===== config.mk =====
export PLATFORM = sky130hd
export DESIGN_NAME = cluster_mem_bridge
export DESIGN_NICKNAME = d
export VERILOG_FILES = /design/src/rtl/cluster_mem_bridge_pkg.sv /design/src/rtl/cluster_mem_bridge_lane_format.sv /design/src/rtl/cluster_mem_bridge.sv
export SDC_FILE = /design/constraint.sdc
export NUM_CORES = 1
export LEC_CHECK = 0
export BUFFER_PORTS_ARGS = -buffer_cell sky130_fd_sc_hd__buf_2
export CORE_AREA = 2 2 126 128
export CTS_CLUSTER_DIAMETER = 80
export DETAILED_ROUTE_END_ITERATION = 12
export DIE_AREA = 0 0 128 130
export PLACE_DENSITY = 0.74
export SYNTH_ARGS = -nofsm -noshare
export SYNTH_HDL_FRONTEND = slang
export SYNTH_SLANG_ARGS = --single-unit

===== constraint.sdc =====
create_clock -name CLK -period 2.3 [get_ports CLK]
set_clock_uncertainty 0.1 [all_clocks]
set_input_delay 0.69 -clock CLK [delete_from_list [all_inputs] [get_ports CLK]]
set_output_delay 0.69 -clock CLK [all_outputs]
set_load 0.005 [all_outputs]

===== src/rtl/cluster_mem_bridge_pkg.sv =====
// Shared definitions for the cluster-to-DRAM bridge: funct3 codes, access sizes,
// bridge state encoding and the alignment rule.
package cluster_mem_bridge_pkg;

  localparam logic [2:0] FUNCT3_LB  = 3'b000;
  localparam logic [2:0] FUNCT3_LH  = 3'b001;
  localparam logic [2:0] FUNCT3_LW  = 3'b010;
  localparam logic [2:0] FUNCT3_LBU = 3'b100;
  localparam logic [2:0] FUNCT3_LHU = 3'b101;
  localparam logic [2:0] FUNCT3_SB  = 3'b000;
  localparam logic [2:0] FUNCT3_SH  = 3'b001;
  localparam logic [2:0] FUNCT3_SW  = 3'b010;

  localparam logic [1:0] SZ_BYTE = 2'b00;
  localparam logic [1:0] SZ_HALF = 2'b01;
  localparam logic [1:0] SZ_WORD = 2'b10;

  typedef enum logic [1:0] {
    ST_IDLE = 2'b00,
    ST_RD   = 2'b01,
    ST_WR   = 2'b10,
    ST_RESP = 2'b11
  } bridge_state_e;

  // Size code 2'b11 is not a legal funct3 size; it is treated as a word.
  function automatic logic is_misaligned(input logic [1:0] size, input logic [1:0] addr_lo);
    logic mis;
    case (size)
      SZ_BYTE: mis = 1'b0;
      SZ_HALF: mis = addr_lo[0];
      default: mis = (addr_lo != 2'b00);
    endcase
    return mis;
  endfunction

endpackage


===== src/rtl/cluster_mem_bridge_lane_format.sv =====
// Byte-lane steering for stores and lane extraction / extension for loads.
// Purely combinational; driven from the bridge's latched request.
module mem_lane_format
  import cluster_mem_bridge_pkg::*;
(
  input  logic [2:0]  ctrl,
  input  logic [1:0]  addr_lo,
  input  logic [31:0] wdata,
  input  logic [31:0] raw_rdata,
  output logic [3:0]  be,
  output logic [31:0] lane_wdata,
  output logic [31:0] load_data
);

  logic [7:0]  byte_s;
  logic [15:0] half_s;

  // Pick the addressed byte and halfword out of the raw DRAM word
  always_comb begin
    byte_s = raw_rdata[7:0];
    case (addr_lo)
      2'b00:   byte_s = raw_rdata[7:0];
      2'b01:   byte_s = raw_rdata[15:8];
      2'b10:   byte_s = raw_rdata[23:16];
      2'b11:   byte_s = raw_rdata[31:24];
      default: byte_s = raw_rdata[7:0];
    endcase
    if (addr_lo[1]) begin
      half_s = raw_rdata[31:16];
    end else begin
      half_s = raw_rdata[15:0];
    end
  end

  // Size-dependent byte enables, replicated store data and extended load data
  always_comb begin
    be         = 4'b1111;
    lane_wdata = wdata;
    load_data  = raw_rdata;
    case (ctrl[1:0])
      SZ_BYTE: begin
        be         = 4'b0001 << addr_lo;
        lane_wdata = {4{wdata[7:0]}};
        if (ctrl[2]) begin
          load_data = {24'h00_0000, byte_s};
        end else begin
          load_data = {{24{byte_s[7]}}, byte_s};
        end
      end
      SZ_HALF: begin
        be         = 4'b0011 << addr_lo;
        lane_wdata = {2{wdata[15:0]}};
        if (ctrl[2]) begin
          load_data = {16'h0000, half_s};
        end else begin
          load_data = {{16{half_s[15]}}, half_s};
        end
      end
      default: begin
        be         = 4'b1111;
        lane_wdata = wdata;
        load_data  = raw_rdata;
      end
    endcase
  end

endmodule


===== src/rtl/cluster_mem_bridge.sv =====
// Runs the cluster's single outstanding access on the DRAM req/ack port:
// request latching, read / write / read-modify-write sequencing and timeout abort.
module cluster_mem_bridge
  import cluster_mem_bridge_pkg::*;
#(
  parameter int TIMEOUT = 1024,
  parameter bit RMW_EN  = 1'b1
) (
  input  logic        CLK,
  input  logic        RST_X,
  input  logic [31:0] i_addr,
  input  logic [2:0]  i_ctrl,
  input  logic        i_re,
  input  logic        i_we,
  input  logic [31:0] i_wdata,
  output logic        o_busy,
  output logic [31:0] o_rdata,
  output logic        o_rvalid,
  output logic        o_err,
  output logic        o_dram_req,
  output logic        o_dram_we,
  output logic [31:0] o_dram_addr,
  output logic [3:0]  o_dram_be,
  output logic [31:0] o_dram_wdata,
  input  logic        i_dram_ack,
  input  logic [31:0] i_dram_rdata
);

  localparam int CW = (TIMEOUT > 0) ? $clog2(TIMEOUT + 1) : 1;
  localparam logic [CW-1:0] TO_LAST = (TIMEOUT > 0) ? CW'(TIMEOUT - 1) : '0;

  bridge_state_e state_r, state_s;
  logic [CW-1:0] cnt_r, cnt_s;
  logic [31:0]   addr_r;
  logic [2:0]    ctrl_r;
  logic [31:0]   wdata_r;
  logic          we_r;
  logic          rvalid_r;
  logic          err_r;
  logic [31:0]   rdata_r;

  logic          request_s;
  logic          misalign_s;
  logic          accept_s;
  logic          timeout_s;
  logic          busy_s;
  logic [31:0]   load_s;

  assign request_s  = i_re | i_we;
  assign misalign_s = is_misaligned(i_ctrl[1:0], i_addr[1:0]);

  mem_lane_format u_lane (
    .ctrl       (ctrl_r),
    .addr_lo    (addr_r[1:0]),
    .wdata      (wdata_r),
    .raw_rdata  (i_dram_rdata),
    .be         (o_dram_be),
    .lane_wdata (o_dram_wdata),
    .load_data  (load_s)
  );

  // Next state, beat timeout counter and cluster stall
  always_comb begin
    state_s   = state_r;
    cnt_s     = '0;
    accept_s  = 1'b0;
    timeout_s = 1'b0;
    busy_s    = 1'b0;
    case (state_r)
      ST_IDLE: begin
        busy_s = request_s;
        if (request_s) begin
          accept_s = 1'b1;
          if (misalign_s) begin
            state_s = ST_RESP;
          end else if (i_re && (RMW_EN || !i_we)) begin
            state_s = ST_RD;
          end else begin
            state_s = ST_WR;
          end
        end else begin
          state_s = ST_IDLE;
        end
      end
      ST_RD, ST_WR: begin
        busy_s = 1'b1;
        if (i_dram_ack) begin
          if ((state_r == ST_RD) && we_r && RMW_EN) begin
            state_s = ST_WR;
          end else begin
            state_s = ST_RESP;
          end
        end else if ((TIMEOUT > 0) && (cnt_r == TO_LAST)) begin
          timeout_s = 1'b1;
          state_s   = ST_RESP;
        end else if (TIMEOUT > 0) begin
          cnt_s = cnt_r + CW'(1);
        end else begin
          cnt_s = cnt_r;
        end
      end
      ST_RESP: begin
        state_s = ST_IDLE;
      end
      default: begin
        state_s = ST_IDLE;
      end
    endcase
  end

  // State, counter and response registers
  always_ff @(posedge CLK or negedge RST_X) begin
    if (!RST_X) begin
      state_r  <= ST_IDLE;
      cnt_r    <= '0;
      rvalid_r <= 1'b0;
      err_r    <= 1'b0;
      rdata_r  <= 32'h0000_0000;
    end else begin
      state_r  <= state_s;
      cnt_r    <= cnt_s;
      rvalid_r <= (state_s == ST_RESP);
      err_r    <= (accept_s && misalign_s) || timeout_s;
      // rdata is cleared on acceptance so writes, errors and aborts return zero
      if (accept_s || timeout_s) begin
        rdata_r <= 32'h0000_0000;
      end else if ((state_r == ST_RD) && i_dram_ack) begin
        rdata_r <= load_s;
      end else begin
        rdata_r <= rdata_r;
      end
    end
  end

  // Request latches; the cluster's inputs are ignored once the access is accepted
  always_ff @(posedge CLK or negedge RST_X) begin
    if (!RST_X) begin
      addr_r  <= 32'h0000_0000;
      ctrl_r  <= 3'b000;
      wdata_r <= 32'h0000_0000;
      we_r    <= 1'b0;
    end else if (accept_s) begin
      addr_r  <= i_addr;
      ctrl_r  <= i_ctrl;
      wdata_r <= i_wdata;
      we_r    <= i_we;
    end else begin
      addr_r  <= addr_r;
      ctrl_r  <= ctrl_r;
      wdata_r <= wdata_r;
      we_r    <= we_r;
    end
  end

  assign o_busy      = busy_s;
  assign o_rdata     = rdata_r;
  assign o_rvalid    = rvalid_r;
  assign o_err       = err_r;
  assign o_dram_req  = (state_r == ST_RD) || (state_r == ST_WR);
  assign o_dram_we   = (state_r == ST_WR);
  assign o_dram_addr = {addr_r[31:2], 2'b00};

endmodule


==> results.py, run 1 <==
metrics = {
    "outcome": {
        "status": "finished with violations",
        "violations": "setup timing",
    },
    "yosys": {
        "ys.flop_type": "dfrtp_1",
        "synth_top_area_frac": 0.480,
        "synth_edf_count": 0,
        "synth.most_common_cell": "dfrtp_1",
        "ys_ff_latch": 115,
        "yosysSeqAreaShare": 0.480,
        "yosys.area.top_type": "dfrtp_1",
        "synth_warnings": 0,
        "syn_inst": 540,
        "netlist_area_um2": 5990,
        "synth_area_per_cell_um2": 11.1,
        "synthDistinctLibCells": 47,
        "synth_area_leaders": "dfrtp_1 48%, mux2_2 16%, buf_4 5.6%",
        "async_reset_ff_frac": 1.00,
        "synth.top_cells.by_count": "115 x dfrtp_1, 86 x mux2_2, 49 x nand2_1",
    },
    "power": {
        "p_clk_frac": 0.242,
        "p_int_mw": 7.99,
        "power_density_nw_per_um2": 1500,
        "p_sw_mw": 4.03,
        "sequentialPowerShare": 0.289,
        "irDropWorstVdd_uv": 677,
        "switching_share": 0.335,
        "p_comb_frac": 0.468,
        "leakagePower_nw": 3.81,
    },
    "drt": {
        "vias": 4807,
        "first_pass_iters": 4,
        "drtAntennaViolNets": 0,
        "viasPerCell": 5.16,
        "wl_um": 15200,
        "drc": 0,
        "drtIter0Drc": 237,
        "wl_per_cell_um": 16.4,
    },
    "worst_setup_path": {
        "reg2reg_slack_ns": 0.34,
        "slowest_stage": "dfrtp_2",
        "cp_cell_sequence": "nor2_4, buf_6, mux2_4, buf_6",
        "cp_common_cell": "buf_6",
        "crit_family": "flip-flops",
        "timing.rr.start": "state_r[0]",
        "startpoint": "ctrl_r[1]",
        "crit_fanout": 5,
        "slowest_delay_ns": 0.45,
        "timing.rr.end": "o_rdata[3]",
        "worstPathBufferInverterCount": 2,
        "crit_required_ns": 1.51,
        "worstSetupEndpointType": "output pin",
        "start_kind": "flip-flop",
        "criticalPathCategory": "reg2out",
        "cp.arrival_ns": 1.57,
        "worstRegToRegCells": 6,
    },
    "clock_network": {
        "cts_buffers": 17,
        "htree_levels": 4,
        "cts_hold_buf": 0,
        "cts_buffer_depth": 2,
        "tritoncts": "yes",
        "clk_pin_slew_ns": 0.05,
        "cts.sinks": 115,
        "clock_latency_ns": 0.41,
        "clock-root-buffer": "clkbuf_16",
    },
    "layout": {
        "fill_cells": 1374,
        "multi_input_area_um2": 2680,
        "antenna_cells_inserted": 0,
        "nets": 836,
        "drive_gt1_frac": 0.518,
        "stdcell_count": 931,
        "final-seq-area_um2": 2880,
        "area_growth_pct": 33.9,
    },
    "floorplan": {
        "coreArea_um2": 15400,
        "io_pins": 209,
        "start_util": 0.389,
        "fp.dieW_um": 128,
        "dieArea_um2": 16600,
        "fp.dieH_um": 130,
        "rows": 46,
    },
    "timing": {
        "finalSetupViolCount": 14,
        "setup-tns-final_ns": -0.640,
        "period_minus_slack_ns": 2.36,
        "fin_ws_ns": -0.0645,
        "post-route-period-util": 1.03,
        "rsz0062_at_grt": "yes",
        "fmax_mhz": 423,
        "final_hold_viol_count": 0,
        "slew_violations": 0,
    },
    "global_routing": {
        "grt_first_pass_wirelength_um": 23700,
        "grt_util_all_layers": 0.184,
        "antenna_found_initial": 0,
        "grt_pass1_vias": 4694,
        "gr-total-overflow": 0,
        "grt_max_degree": 49,
    },
    "job": {
        "maxCapViolCount": 0,
    },
    "placement": {
        "port_buffers": 206,
        "place_inst": 886,
        "hpwl_um": 10600,
        "dp_slack_ns": 0.209,
        "gp_congestion": 0.816,
    },
    "min_path": {
        "holdCritPathClass": "in2async",
    },
}
==> final cells by class <==
class	instances	area share
multi-input combinational	339	0.334
clock buffer	19	0.0564
inverter	14	0.00701
clock inverter	13	0.0256
timing repair buffer	239	0.188
sequential	115	0.359
tap	192	0.0299
==> power groups by stage <==
stage | clock network, mW | registers [mW] | logic, mW
after floorplan | 0 | 3.32 | 3.56
after global placement | 0 | 3.46 | 4.78
after detailed placement | 0 | 3.51 | 4.84
after CTS | 2.98 | 3.47 | 5.52
after global routing | 3.08 | 3.59 | 6.14
final | 2.91 | 3.48 | 5.63
==> sequential cells by signal (all words and copies together) (netlist names) <==
register	count
ctrl_r	3
o_rdata	32
wdata_r	32
o_rvalid	1
cnt_r	11
we_r	1
o_err	1
addr_r	32
state_r	2
==> cells in the final DEF (no fill, tap or decap), drive strengths merged, types with 5 or more instances in the layout <==
master	n
nor3	10
mux2i	12
dfrtp	115
o21ai	21
xnor2	5
bufinv	5
nor2b	8
buf	237
a21o	5
a211oi	22
a221oi	11
clkbuf	20
ha	6
nand2	50
mux2	86
nand3	8
inv	14
a21oi	11
nor2	40
o22ai	5
==> worst max-delay path by stage <==
stage / end / slack, ns / depth (start not counted)
2_1_floorplan: o_dram_wdata[10] / 0.16 / 4
6_report: o_dram_wdata[10] / -0.06 / 4
4_1_cts: o_dram_wdata[13] / -0.08 / 4
3_3_place_gp: o_rdata[5] / 0.24 / 6
5_1_grt: o_dram_wdata[28] / -0.14 / 5
3_5_place_dp: o_rdata[5] / 0.21 / 6
==> cell families after synthesis <==
group / synth area share
xor gates and xnor gates: 0.0117
buffers and inverters: 0.0885
other: 0.000626
and+or+nand+nor: 0.103
muxes: 0.197
adders and majority gates: 0.0125
DFF: 0.480
AOI/OAI and AO/OA: 0.107
==> timing repair <==
action,in CTS,in global routing
pin swaps,3,0
buffers inserted,10,1
cloned,1,1
endpoints found under the setup margin,23,29
resized for setup,38,9
==> layer usage <==
| metal | wire length [µm] | vias up | GRT usage | part of all wire |
|---|---|---|---|---|
| met5 | 0 | - | 0 | 0 |
| met4 | 367 | 0 | 0.0718 | 0.024 |
| met3 | 1060 | 25 | 0.0619 | 0.070 |
| met2 | 7510 | 186 | 0.304 | 0.49 |
| met1 | 6300 | 2357 | 0.223 | 0.41 |
| li1 | - | 2239 | - | - |
==> stage by stage <==
step	hold WS (ns)	area [µm²]	power, mW	util
5_1_grt	0.0709	8030	12.8	0.520
3_5_place_dp	0.381	7050	8.35	0.457
3_3_place_gp	0.363	7050	8.24	0.457
4_1_cts	0.0582	7980	12.0	0.517
6_report	0.0741	8030	12.0	0.520
2_1_floorplan	0.294	6000	6.88	-
No activity file was read; power rests on OpenSTA's default activity.
==> inputs of run 2 (changes only) <==
Settings changed: PLACE_DENSITY 0.74 to 0.65.
Clock period 2.3 ns to 2.2 ns, I/O delays scaled along.
==> run 2 against run 1 <==
The flow still finishes with violations (setup timing). Clock-buffer cell count is 3 higher. Worst hold slack lost 0.018 ns. Via count grew 1.5%. Sequential power up 5%. Die area stayed put. Combinational power is 5.0% higher. Cell count increased by 0.86%. Routed wire length grew 7.1%. Register-to-register slack worse by 0.14 ns. Critical path depth unchanged. Largest cell class unchanged.
==> results.py, run 2 (synthesis gave the netlist of run 1 again) <==
metrics = {
    "layout": {
        "layout_common_cells": "197 x buf_2, 111 x dfrtp_1, 78 x mux2_2",
        "final-seq-area_um2": 2880,
        "stdcell_count": 939,
        "nets": 846,
        "fill_cells": 1433,
        "drive_gt1_frac": 0.519,
        "final_common_cell": "buf_2",
        "final_area_um2": 7960,
        "multi_input_area_um2": 2660,
        "area_growth_pct": 32.7,
    },
    "floorplan": {
        "rows": 46,
        "fp.dieW_um": 128,
        "start_util": 0.389,
        "fp.dieH_um": 130,
        "io_pins": 209,
        "coreArea_um2": 15400,
        "dieArea_um2": 16600,
    },
    "worst_setup_path": {
        "crit_fanout": 5,
        "criticalPathCategory": "reg2out",
        "start_kind": "flip-flop",
        "crit_required_ns": 1.44,
        "worstSetupEndpointType": "output pin",
        "cp.arrival_ns": 1.61,
    },
    "power": {
        "power_density_nw_per_um2": 1540,
        "irDropWorstVdd_uv": 755,
        "leakagePower_nw": 3.79,
        "power.total_mw": 12.2,
    },
    "min_path": {
        "holdCritPathClass": "in2async",
    },
    "timing": {
        "fin_ws_ns": -0.167,
        "finalSetupViolCount": 23,
        "setup-tns-final_ns": -2.20,
        "post-route-period-util": 1.08,
        "fmax_mhz": 422,
        "slew_violations": 0,
        "rsz0062_at_grt": "yes",
        "final_hold_viol_count": 0,
        "hold_ws_ns": 0.0558,
        "period_minus_slack_ns": 2.37,
    },
    "global_routing": {
        "grt_util_all_layers": 0.195,
        "antenna_found_initial": 3,
        "grt_max_degree": 46,
        "grt_first_pass_wirelength_um": 25200,
        "grt_pass1_vias": 4914,
        "gr-total-overflow": 0,
    },
    "drt": {
        "drc": 0,
        "wl_per_cell_um": 17.4,
        "viasPerCell": 5.19,
        "first_pass_iters": 5,
        "vias": 4878,
        "drtIter0Drc": 272,
        "drtAntennaViolNets": 0,
        "wl_um": 16300,
    },
    "placement": {
        "gp_congestion": 0.910,
        "placed_area_um2": 7050,
        "port_buffers": 206,
        "hpwl_um": 11600,
        "place_inst": 889,
    },
    "clock_network": {
        "clk_pin_slew_ns": 0.05,
        "cts.sinks": 115,
        "cts_buffers": 17,
        "clock-root-buffer": "clkbuf_16",
        "clock_latency_ns": 0.41,
        "cts_hold_buf": 0,
        "tritoncts": "yes",
        "cts_buffer_depth": 2,
        "htree_levels": 4,
    },
    "outcome": {
        "status": "finished with violations",
        "violations": "setup timing",
    },
    "job": {
        "maxCapViolCount": 0,
    },
}
## run 2: cell count changes in the layout (fill, tap and decap cells not counted), moves of 3 or more
cell / previous run / this run
buf_2: 193 / 197
mux2_2: 74 / 78
bufinv_16: 5 / 2
mux2_4: 12 / 8
clkinvlp_4: 4 / 1
buf_4: 21 / 30
## run 2: metrics by stage
step | util | setup slack (ns)
5_1_grt | 0.515 | -0.235
3_3_place_gp | 0.457 | 0.211
6_report | 0.516 | -0.167
4_1_cts | 0.510 | -0.184
3_5_place_dp | 0.457 | 0.170
2_1_floorplan | - | 0.0851
## run 2: what timing repair did
item	4_1_cts	5_1_grt
endpoints found under the setup margin	30	29
resized for setup	44	6
cloned	1	1
pin swaps	4	2
setup buffers	11	7
## run 2: critical path: stages, from the launching register on
cell     delay, ns
dfrtp_2       0.44
nor2_4        0.16
buf_6         0.17
mux2_4        0.32
buf_6         0.12
## run 2: worst paths after layout
path,cells after the start,slack (ns),endpoint,from
setup / recovery,4,-0.17,o_dram_wdata[14],ctrl_r[1]
hold / removal,1,0.06,addr_r[31],RST_X
setup reg to reg,7,0.20,o_rdata[15],ctrl_r[1]
hold reg to reg,2,0.39,we_r,we_r
max in group asynchronous,2,1.31,addr_r[20],RST_X
min in group CLK,2,0.38,wdata_r[28],i_wdata[28]
## run 2: layout make-up
| class | instances | share of cell area |
|---|---|---|
| well taps | 192 | 0.0302 |
| multi-input cells | 339 | 0.335 |
| clock inverters | 6 | 0.0101 |
| flip-flops and latches | 115 | 0.362 |
| inverters | 14 | 0.00708 |
| repair buffers | 249 | 0.194 |
| diodes | 2 | 0.000629 |
| clock buffers | 22 | 0.0609 |
## run 2: power by group
part / switching [mW] / internal [mW]
logic: 2.69 / 3.22
clock network: 0.909 / 1.75
registers: 0.625 / 3.03
total: 4.22 / 8.00
## run 2: per-layer routing
layer,global-route usage,up-vias,routed length [µm]
met4,0.0627,2,289
met5,0,-,11
met1,0.235,2381,6660
met3,0.0664,26,1290
met2,0.330,213,8060
li1,-,2256,-
